## src/rtl/mac_pkg.sv

```systemverilog
// Shared types and widths for the MAC vector driver and its operand buffer.
package mac_pkg;

    localparam int A_W = 12;
    localparam int F_W = 24;

    typedef enum logic [2:0] {
        IDLE,
        CLEAR,
        STREAM,
        DRAIN,
        DONE
    } drv_state_t;

    typedef struct packed {
        logic signed [A_W-1:0] a;
        logic signed [A_W-1:0] b;
    } operand_pair_t;

endpackage

```

## src/rtl/mac_operand_buf.sv

```systemverilog
// Operand-pair register file: one synchronous write port, one combinational read port.
// Latency: write visible the cycle after we; read is same-cycle. No backpressure; storage is not reset.
module mac_operand_buf
    import mac_pkg::*;
#(
    parameter int DEPTH = 8,
    localparam int AW = $clog2(DEPTH)
) (
    input  logic          clk,
    input  logic          we,
    input  logic [AW-1:0] waddr,
    input  operand_pair_t wdata,
    input  logic [AW-1:0] raddr,
    output operand_pair_t rdata
);

    operand_pair_t mem [DEPTH];

    always_ff @(posedge clk) begin
        if (we) begin
            mem[waddr] <= wdata;
        end
    end

    assign rdata = mem[raddr];

endmodule

```

## src/rtl/mac_vector_driver.sv

```systemverilog
// Streams buffered operand pairs through the MAC and returns the final accumulator as a dot product.
// Latency: result_valid N+4 cycles after start for N pairs (2 cycles for an empty buffer).
// Backpressure: load_ready drops when the buffer is full or while a computation is in flight.
module mac_vector_driver
    import mac_pkg::*;
#(
    parameter int DEPTH = 8
) (
    input  logic                  clk,
    input  logic                  reset,
    input  logic                  load_valid,
    input  logic signed [A_W-1:0] load_a,
    input  logic signed [A_W-1:0] load_b,
    output logic                  load_ready,
    input  logic                  start,
    output logic                  busy,
    output logic                  mac_clear,
    output logic signed [A_W-1:0] mac_a,
    output logic signed [A_W-1:0] mac_b,
    output logic                  mac_valid_in,
    input  logic signed [F_W-1:0] mac_f,
    input  logic                  mac_valid_out,
    output logic signed [F_W-1:0] result,
    output logic                  result_valid
);

    localparam int CW = $clog2(DEPTH + 1);
    localparam int AW = $clog2(DEPTH);
    localparam logic [CW-1:0] ONE  = CW'(1);
    localparam logic [CW-1:0] FULL = CW'(DEPTH);

    drv_state_t    state;
    drv_state_t    state_nxt;
    logic [CW-1:0] count;
    logic [CW-1:0] rd_idx;
    logic [CW-1:0] resp_cnt;
    logic          load_fire;
    logic          last_rd;
    logic          resp_fire;
    logic          resp_last;
    operand_pair_t wr_pair;
    operand_pair_t rd_pair;

    assign load_ready = (state == IDLE) && (count < FULL);
    assign load_fire  = load_valid && load_ready;
    assign last_rd    = (rd_idx == count - ONE);
    assign resp_fire  = mac_valid_out && ((state == STREAM) || (state == DRAIN));
    assign resp_last  = resp_fire && ((resp_cnt + ONE) == count);

    assign wr_pair.a = load_a;
    assign wr_pair.b = load_b;

    mac_operand_buf #(
        .DEPTH (DEPTH)
    ) u_buf (
        .clk   (clk),
        .we    (load_fire),
        .waddr (count[AW-1:0]),
        .wdata (wr_pair),
        .raddr (rd_idx[AW-1:0]),
        .rdata (rd_pair)
    );

    always_ff @(posedge clk) begin
        if (reset) begin
            state <= IDLE;
        end else begin
            state <= state_nxt;
        end
    end

    // An empty buffer still passes through CLEAR so its result lands two cycles after start.
    always_comb begin
        state_nxt = state;
        case (state)
            IDLE:    if (start) state_nxt = CLEAR;
            CLEAR:   state_nxt = (count == '0) ? DONE : STREAM;
            STREAM: begin
                if (resp_last) begin
                    state_nxt = DONE;
                end else if (last_rd) begin
                    state_nxt = DRAIN;
                end
            end
            DRAIN:   if (resp_last) state_nxt = DONE;
            DONE:    state_nxt = IDLE;
            default: state_nxt = IDLE;
        endcase
    end

    always_ff @(posedge clk) begin
        if (reset) begin
            count    <= '0;
            rd_idx   <= '0;
            resp_cnt <= '0;
            result   <= '0;
        end else begin
            if (state == DONE) begin
                count <= '0;
            end else if (load_fire) begin
                count <= count + ONE;
            end

            if (state == CLEAR) begin
                rd_idx   <= '0;
                resp_cnt <= '0;
                if (count == '0) begin
                    result <= '0;
                end
            end

            if (state == STREAM) begin
                rd_idx <= rd_idx + ONE;
            end

            if (resp_fire) begin
                resp_cnt <= resp_cnt + ONE;
            end
            if (resp_last) begin
                result <= mac_f;
            end
        end
    end

    assign busy         = (state != IDLE);
    assign mac_clear    = (state == CLEAR);
    assign mac_valid_in = (state == STREAM);
    assign mac_a        = (state == STREAM) ? rd_pair.a : '0;
    assign mac_b        = (state == STREAM) ? rd_pair.b : '0;
    assign result_valid = (state == DONE);

endmodule

```

## config.mk

```make
export PLATFORM = sky130hd
export DESIGN_NAME = mac_vector_driver
export DESIGN_NICKNAME = d
export VERILOG_FILES = /design/src/rtl/mac_pkg.sv /design/src/rtl/mac_operand_buf.sv /design/src/rtl/mac_vector_driver.sv
export SDC_FILE = /design/constraint.sdc
export NUM_CORES = 1
export LEC_CHECK = 0
export CAP_MARGIN = 20
export CORE_ASPECT_RATIO = 0.7
export CORE_MARGIN = 2
export CORE_UTILIZATION = 56
export DETAILED_ROUTE_END_ITERATION = 8
export PLACE_DENSITY = 0.8
export SLEW_MARGIN = 15
export SYNTH_ARGS = -nofsm -noshare
export SYNTH_HDL_FRONTEND = slang
export SYNTH_SLANG_ARGS = --single-unit
```

## constraint.sdc

```tcl
create_clock -name clk -period 4.65 [get_ports clk]
set_input_delay 1.1625 -clock clk [delete_from_list [all_inputs] [get_ports clk]]
set_output_delay 1.1625 -clock clk [all_outputs]
set_load 0.02 [all_outputs]
```

* After elaboration in Yosys (flattened, before gate mapping) *
Memory sizes are Yosys's and may differ from the RTL's. A register that Yosys moved wholly into a read port is not among the register bits.
Index checks and enable logic that the tools add are counted.

storage, ports and cells
  register bits = 39
  bits in writable memories = 192
  bits of input ports = 53
  output and inout port bits = 53
  word-level logic and storage cells = 53
  memories kept = 1

cells by class
  add/subtract/negate cells = 4
  $lt $le $gt $ge = 1
  eq/ne operators = 9
  mux-type cells = 18
  reduce and logical (&&, ||, !) cells = 15

memory list
  name       depth  bits a word  read ports  clocked after Yosys merged registers in  write ports  line                   source
  u_buf.mem  8      24           1           1                                        1            mac_operand_buf.sv:17  operand_pair_t mem [DEPTH];

operators by type and width
  cell                   number
  $mux W24               3
  $mux W12               2
  $mux W3                7
  $add A4 B1 Y4 const B  3
  $mux W4                3
  $pmux W3 S4            1
  $eq A4 B4 Y1           2
  $reduce_bool A2 Y1     4
  $eq A3 B2 Y1 const B   2
  $logic_and A1 B1 Y1    4
  $logic_not A4 Y1       1
  $lt A4 B4 Y1 const B   1
  $ne A2 B2 Y1 const B   2
  $sub A4 B1 Y4 const B  1
  $eq A3 B1 Y1 const B   1
  $eq A3 B3 Y1 const B   1
  $logic_not A3 Y1       1
  $ne A3 B1 Y1 const B   1
  $reduce_and A3 Y1      1
  $reduce_bool A3 Y1     1
  $mux W1                2
  $reduce_and A2 Y1      1
  $reduce_or A2 Y1       1
  $logic_or A1 B1 Y1     1

* Longest topological paths before layout *
  word-level depth = 6
  mapped depth = 8
  depth with buffers taken out = 7

* By module *
Synthesis repeated with hierarchy kept, for this count alone.

second synthesis, totals
  cell total of the unflattened synthesis = 472
  area, all modules = 9193.8 µm²

by module, submodules not included
  module             times used  cells an instance  area each (µm²)  sequential area each (µm²)
  mac_operand_buf    1           290                7317.0           5765.5
  mac_vector_driver  1           182                1876.8           780.7

* Least setup slack after synthesis *
No wires, ideal clock.

  path type = input port to flip-flop
  start point = input port load_valid
  end point = memory u_buf.mem[0][0] in the netlist's numbering (enable)
  library setup time = 435 ps
  arrival time = 3302 ps
  data required time = 4215 ps
  path slack = 912 ps
  stages on the path = 3
  path buffers = 0
  cell sequence = nor2b_1 -> nand3_1 -> nor3_1

on the way
  word-level cells in the longest chain between the ends = 3

RTL lines
  what                           line                     source
  start: declaration             mac_vector_driver.sv:11  input logic load_valid,
  $logic_and A1 B1 Y1            mac_vector_driver.sv:45  assign load_fire = load_valid && load_ready;
  $mux W1                        mac_operand_buf.sv:20    if (we) begin
  $mux W1 (implied by the code)  mac_operand_buf.sv:21    mem[waddr] <= wdata;
  end: declaration               mac_operand_buf.sv:17

No other way between the ends.

==> metrics.txt <==
# TYPE chip_impl_metric gauge
chip_impl_metric{name="cts-htree-levels",unit=""} 1
chip_impl_metric{name="syn_area",unit="mm^2"} 0.009121
chip_impl_metric{name="groute.usage.overall",unit="%"} 23.02
chip_impl_metric{name="avgSynthCellArea",unit="um^2"} 16.89
chip_impl_metric{name="dp.final_hpwl",unit="um"} 11930
chip_impl_metric{name="io_buffers",unit=""} 105
chip_impl_metric{name="intPower",unit="mW"} 3.531
chip_impl_info{name="synth.top_cells.by_count",value="edfxtp_1 (192), nor2_1 (51), mux4_2 (48)"} 1
chip_impl_metric{name="final-setup-viol-count",unit=""} 0
chip_impl_metric{name="cap_violations",unit=""} 0
chip_impl_metric{name="vdd_ir_drop_max",unit="mV"} 0.3296
chip_impl_metric{name="clock_path_buffers",unit=""} 3
chip_impl_metric{name="postSynthNetCount",unit=""} 597
chip_impl_metric{name="grt_start_max_net_pins",unit=""} 33
chip_impl_metric{name="post_drt_via_cell_ratio",unit=""} 6.048
chip_impl_metric{name="post_cts_hold_buffer_count",unit=""} 0
chip_impl_info{name="hp-start",value="result[4]"} 1
chip_impl_metric{name="synthToLayoutAreaGrowth",unit="%"} 22.32
chip_impl_metric{name="count_of_flip_flops_with_a_built_in_enable_after_synthesis",unit=""} 192
chip_impl_info{name="ys.flop_type",value="edfxtp_1"} 1
chip_impl_metric{name="synth-seq-area-share",unit="%"} 72.43
chip_impl_metric{name="post_layout_min_period",unit="ns"} 4.074
chip_impl_info{name="clock_tree.root_cell",value="clkbuf_16"} 1
chip_impl_metric{name="cts_setup_buffers",unit=""} 0
chip_impl_metric{name="fill_cells",unit=""} 982
chip_impl_metric{name="timing.critical_path.fanout_max",unit=""} 32
chip_impl_info{name="r2r_start",value="state[1]"} 1
chip_impl_metric{name="comb_power_share",unit="%"} 12.2
chip_impl_metric{name="num_antenna_cells",unit=""} 0
chip_impl_info{name="rsz0062_at_grt",value="no"} 1
chip_impl_metric{name="postRouteWirelength",unit="um"} 19340
chip_impl_info{name="netlist.top_cell.by_area",value="edfxtp_1"} 1
chip_impl_metric{name="postPlaceCellArea",unit="mm^2"} 0.01049
chip_impl_metric{name="synth-seq-cells",unit=""} 234
chip_impl_metric{name="number_of_optimization_iterations_in_the_first_detailed_route_pass",unit=""} 5
chip_impl_metric{name="max_slew_margin",unit="%"} 39.15
chip_impl_metric{name="ios",unit=""} 106
chip_impl_metric{name="finalNetCount",unit=""} 715
chip_impl_metric{name="timing.final.hold_violations",unit=""} 0
chip_impl_metric{name="routed-via-count",unit=""} 5286
chip_impl_metric{name="power_frac_clock",unit="%"} 36.0
chip_impl_info{name="setup.worst_path.end_class",value="output port"} 1
chip_impl_metric{name="number_of_instances_in_the_synthesized_netlist",unit=""} 540
chip_impl_metric{name="drc",unit=""} 0
chip_impl_metric{name="clock_pin_transition_on_the_worst_setup_and_hold_timing_paths",unit="ns"} 0.06
chip_impl_info{name="critical_path.reg2reg.endpoint",value="u_buf.mem[4][21]"} 1
chip_impl_metric{name="initial_standard_cell_utilization_of_the_core",unit="%"} 58.13
chip_impl_metric{name="critPathRequiredTime",unit="ns"} 3.49
chip_impl_metric{name="cellLeakagePower",unit="nW"} 3.513
chip_impl_metric{name="post_route_cells_drive_above_1_share",unit="%"} 17.66
chip_impl_info{name="worstSetupStartpointType",value="flip-flop"} 1
chip_impl_metric{name="holdPathStages",unit=""} 2
chip_impl_metric{name="gp_routability_congestion",unit=""} 0.8062
chip_impl_metric{name="ant_nets",unit=""} 0
chip_impl_metric{name="grt_pass1_wl",unit="um"} 30420
chip_impl_metric{name="yosysTopAreaCellShare",unit="%"} 63.21
chip_impl_metric{name="sequentialPowerShare",unit="%"} 51.8
chip_impl_metric{name="post_synth_num_cell_types",unit=""} 41
chip_impl_metric{name="r2r_setup_slack",unit="ns"} 2.16
chip_impl_metric{name="cellPowerDensity",unit="mW/mm^2"} 412.9
chip_impl_metric{name="via_count_of_the_first_global_routing_pass",unit=""} 5483
chip_impl_metric{name="inserted_clock_buffers",unit=""} 22
chip_impl_metric{name="antenna_found_initial",unit=""} 0
chip_impl_metric{name="power.share.switching",unit="%"} 23.35
chip_impl_info{name="critical_path_class",value="reg2out"} 1
chip_impl_info{name="synth.area.top_cells",value="edfxtp_1 (63%), mux4_2 (12%), dfxtp_1 (9.2%), mux2i_1 (2.6%), nor2_1 (2.1%)"} 1
chip_impl_metric{name="number_of_warnings_printed_during_yosys_synthesis",unit=""} 0
chip_impl_info{name="cts_tree",value="built"} 1
chip_impl_metric{name="worst_skew_pair.late_latency",unit="ns"} 0.51
chip_impl_metric{name="cts-resized-gates",unit=""} 0
chip_impl_metric{name="fp.coreArea",unit="mm^2"} 0.01569
chip_impl_info{name="status",value="completed"} 1
chip_impl_info{name="worstSetupEndpoint",value="mac_b[3]"} 1
chip_impl_metric{name="finalInstanceArea",unit="mm^2"} 0.01116
chip_impl_metric{name="clock_sink_count",unit=""} 234
chip_impl_metric{name="timing.final.max_slew_violations",unit=""} 0
chip_impl_metric{name="num_rows",unit=""} 38
chip_impl_metric{name="achievable-frequency",unit="GHz"} 0.2455
chip_impl_metric{name="fin_setup_tns",unit="ns"} 0
chip_impl_metric{name="detail_route.iter0.violations",unit=""} 458
chip_impl_metric{name="clock-skew-final",unit="ns"} 0.01965
chip_impl_metric{name="worstPathArrival",unit="ns"} 2.91
chip_impl_info{name="timing.hold.worst.class",value="reg2reg"} 1
chip_impl_metric{name="p_sw",unit="mW"} 1.076
chip_impl_metric{name="gr-total-overflow",unit=""} 0
chip_impl_metric{name="die_height",unit="um"} 110.8
chip_impl_metric{name="design.die.area",unit="mm^2"} 0.01734
chip_impl_metric{name="period_share",unit="%"} 87.60
chip_impl_metric{name="r2r_cells",unit=""} 4
chip_impl_metric{name="transition_time_of_the_tightest_slew_check_pin",unit="ns"} 0.9106
chip_impl_metric{name="wl_per_cell",unit="um"} 22.13
chip_impl_metric{name="async_flop_share",unit="%"} 0
chip_impl_metric{name="chipWidth",unit="um"} 156.5
chip_impl_info{name="yosys.cell_count.top_type",value="edfxtp_1"} 1
## per-stage QoR
step	std cells	power (mW)	utilization (%)	hold slack, ns	worst slack, ns
4_1_cts	874	4.632	71.11	0.4658	0.5573
3_3_place_gp	834	2.972	66.83	0.4523	1.140
6_report	874	4.607	71.11	0.4659	0.5765
3_5_place_dp	834	2.991	66.83	0.4599	1.112
2_1_floorplan	540	2.760	-	0.4713	0.9124
5_1_grt	874	4.760	71.11	0.5017	0.4315
## cell families (layout without fill, tap and decap cells)
| group | count (synthesis) | after routing | synth area share [%] |
|---|---|---|---|
| AO/OA/AOI/OAI | 46 | 46 | 2.853 |
| buffers and inverters | 38 | 172 | 1.852 |
| flip-flops | 234 | 234 | 72.43 |
| adder cells (fa/ha/maj) | 4 | 4 | 0.5487 |
| multiplexers | 73 | 73 | 14.61 |
| XOR/XNOR | 11 | 11 | 1.139 |
| AND/OR/NAND/NOR | 134 | 134 | 6.571 |
## flip-flops by register name, summed over array words and instances, names as in the netlist, named ones only
register,flops
count,4
rd_idx,4
resp_cnt,4
result,24
state,3
u_buf.mem,192
## critical path: stages (launching register included)
cell,delay [ns]
dfxtp_4,0.57
buf_12,0.31
mux4_2,0.55
mux2i_1,0.28
nor2_1,0.09
clkdlybuf4s50_1,0.57
## per-layer routing
layer | GRT usage (%) | share of wire [%] | vias to the layer above
li1 | - | - | 2324
met1 | 33.19 | 43 | 2712
met2 | 36.65 | 49 | 217
met3 | 4.300 | 6.6 | 33
met4 | 6.177 | 1.8 | 0
met5 | 0 | 0 | -
## cells in the final DEF, fill, tap and decap left out, types with 3 or more instances in the layout
master,netlist,layout
nand3_1,30,30
nor2_2,0,6
clkbuf_1,14,6
nor3_2,1,3
clkbuf_16,0,22
clkbuf_8,0,3
mux2i_1,24,24
nor3b_1,3,3
buf_4,2,18
o21ai_0,3,3
mux4_2,48,48
a21oi_1,33,33
clkinv_2,0,6
nand2_1,33,33
clkdlybuf4s50_1,0,105
xnor2_1,8,8
ha_1,4,4
or2_2,3,3
nor2_1,51,45
edfxtp_1,192,192
dfxtp_1,42,40
inv_1,6,6
## worst min path at each step
stage and endpoint:
3_3_place_gp result[0], 2_1_floorplan resp_cnt[3], 5_1_grt result[16], 4_1_cts result[4]
6_report result[4], 3_5_place_dp result[4]
## area by class of cell
type                    instances  area, um^2  share of cell area [%]
clock buffers                  31       614.3                   5.506
clock inverters                 9       57.56                  0.5159
inverters                       7       26.28                  0.2355
multi-input cells             268        2371                   21.25
flip-flops and latches        234        6611                   59.26
well taps                     200       250.2                   2.243
repair buffers                125        1226                   10.99
## power groups by stage
stage / combinational (mW) / sequential, mW / clock [mW]
after floorplan: 0.352 / 2.41 / 0
after global placement: 0.545 / 2.43 / 0
after detailed placement: 0.559 / 2.43 / 0
after CTS: 0.564 / 2.39 / 1.68
after global routing: 0.603 / 2.39 / 1.76
final: 0.562 / 2.39 / 1.66
Note: power is estimated with default switching activity, not from simulation.
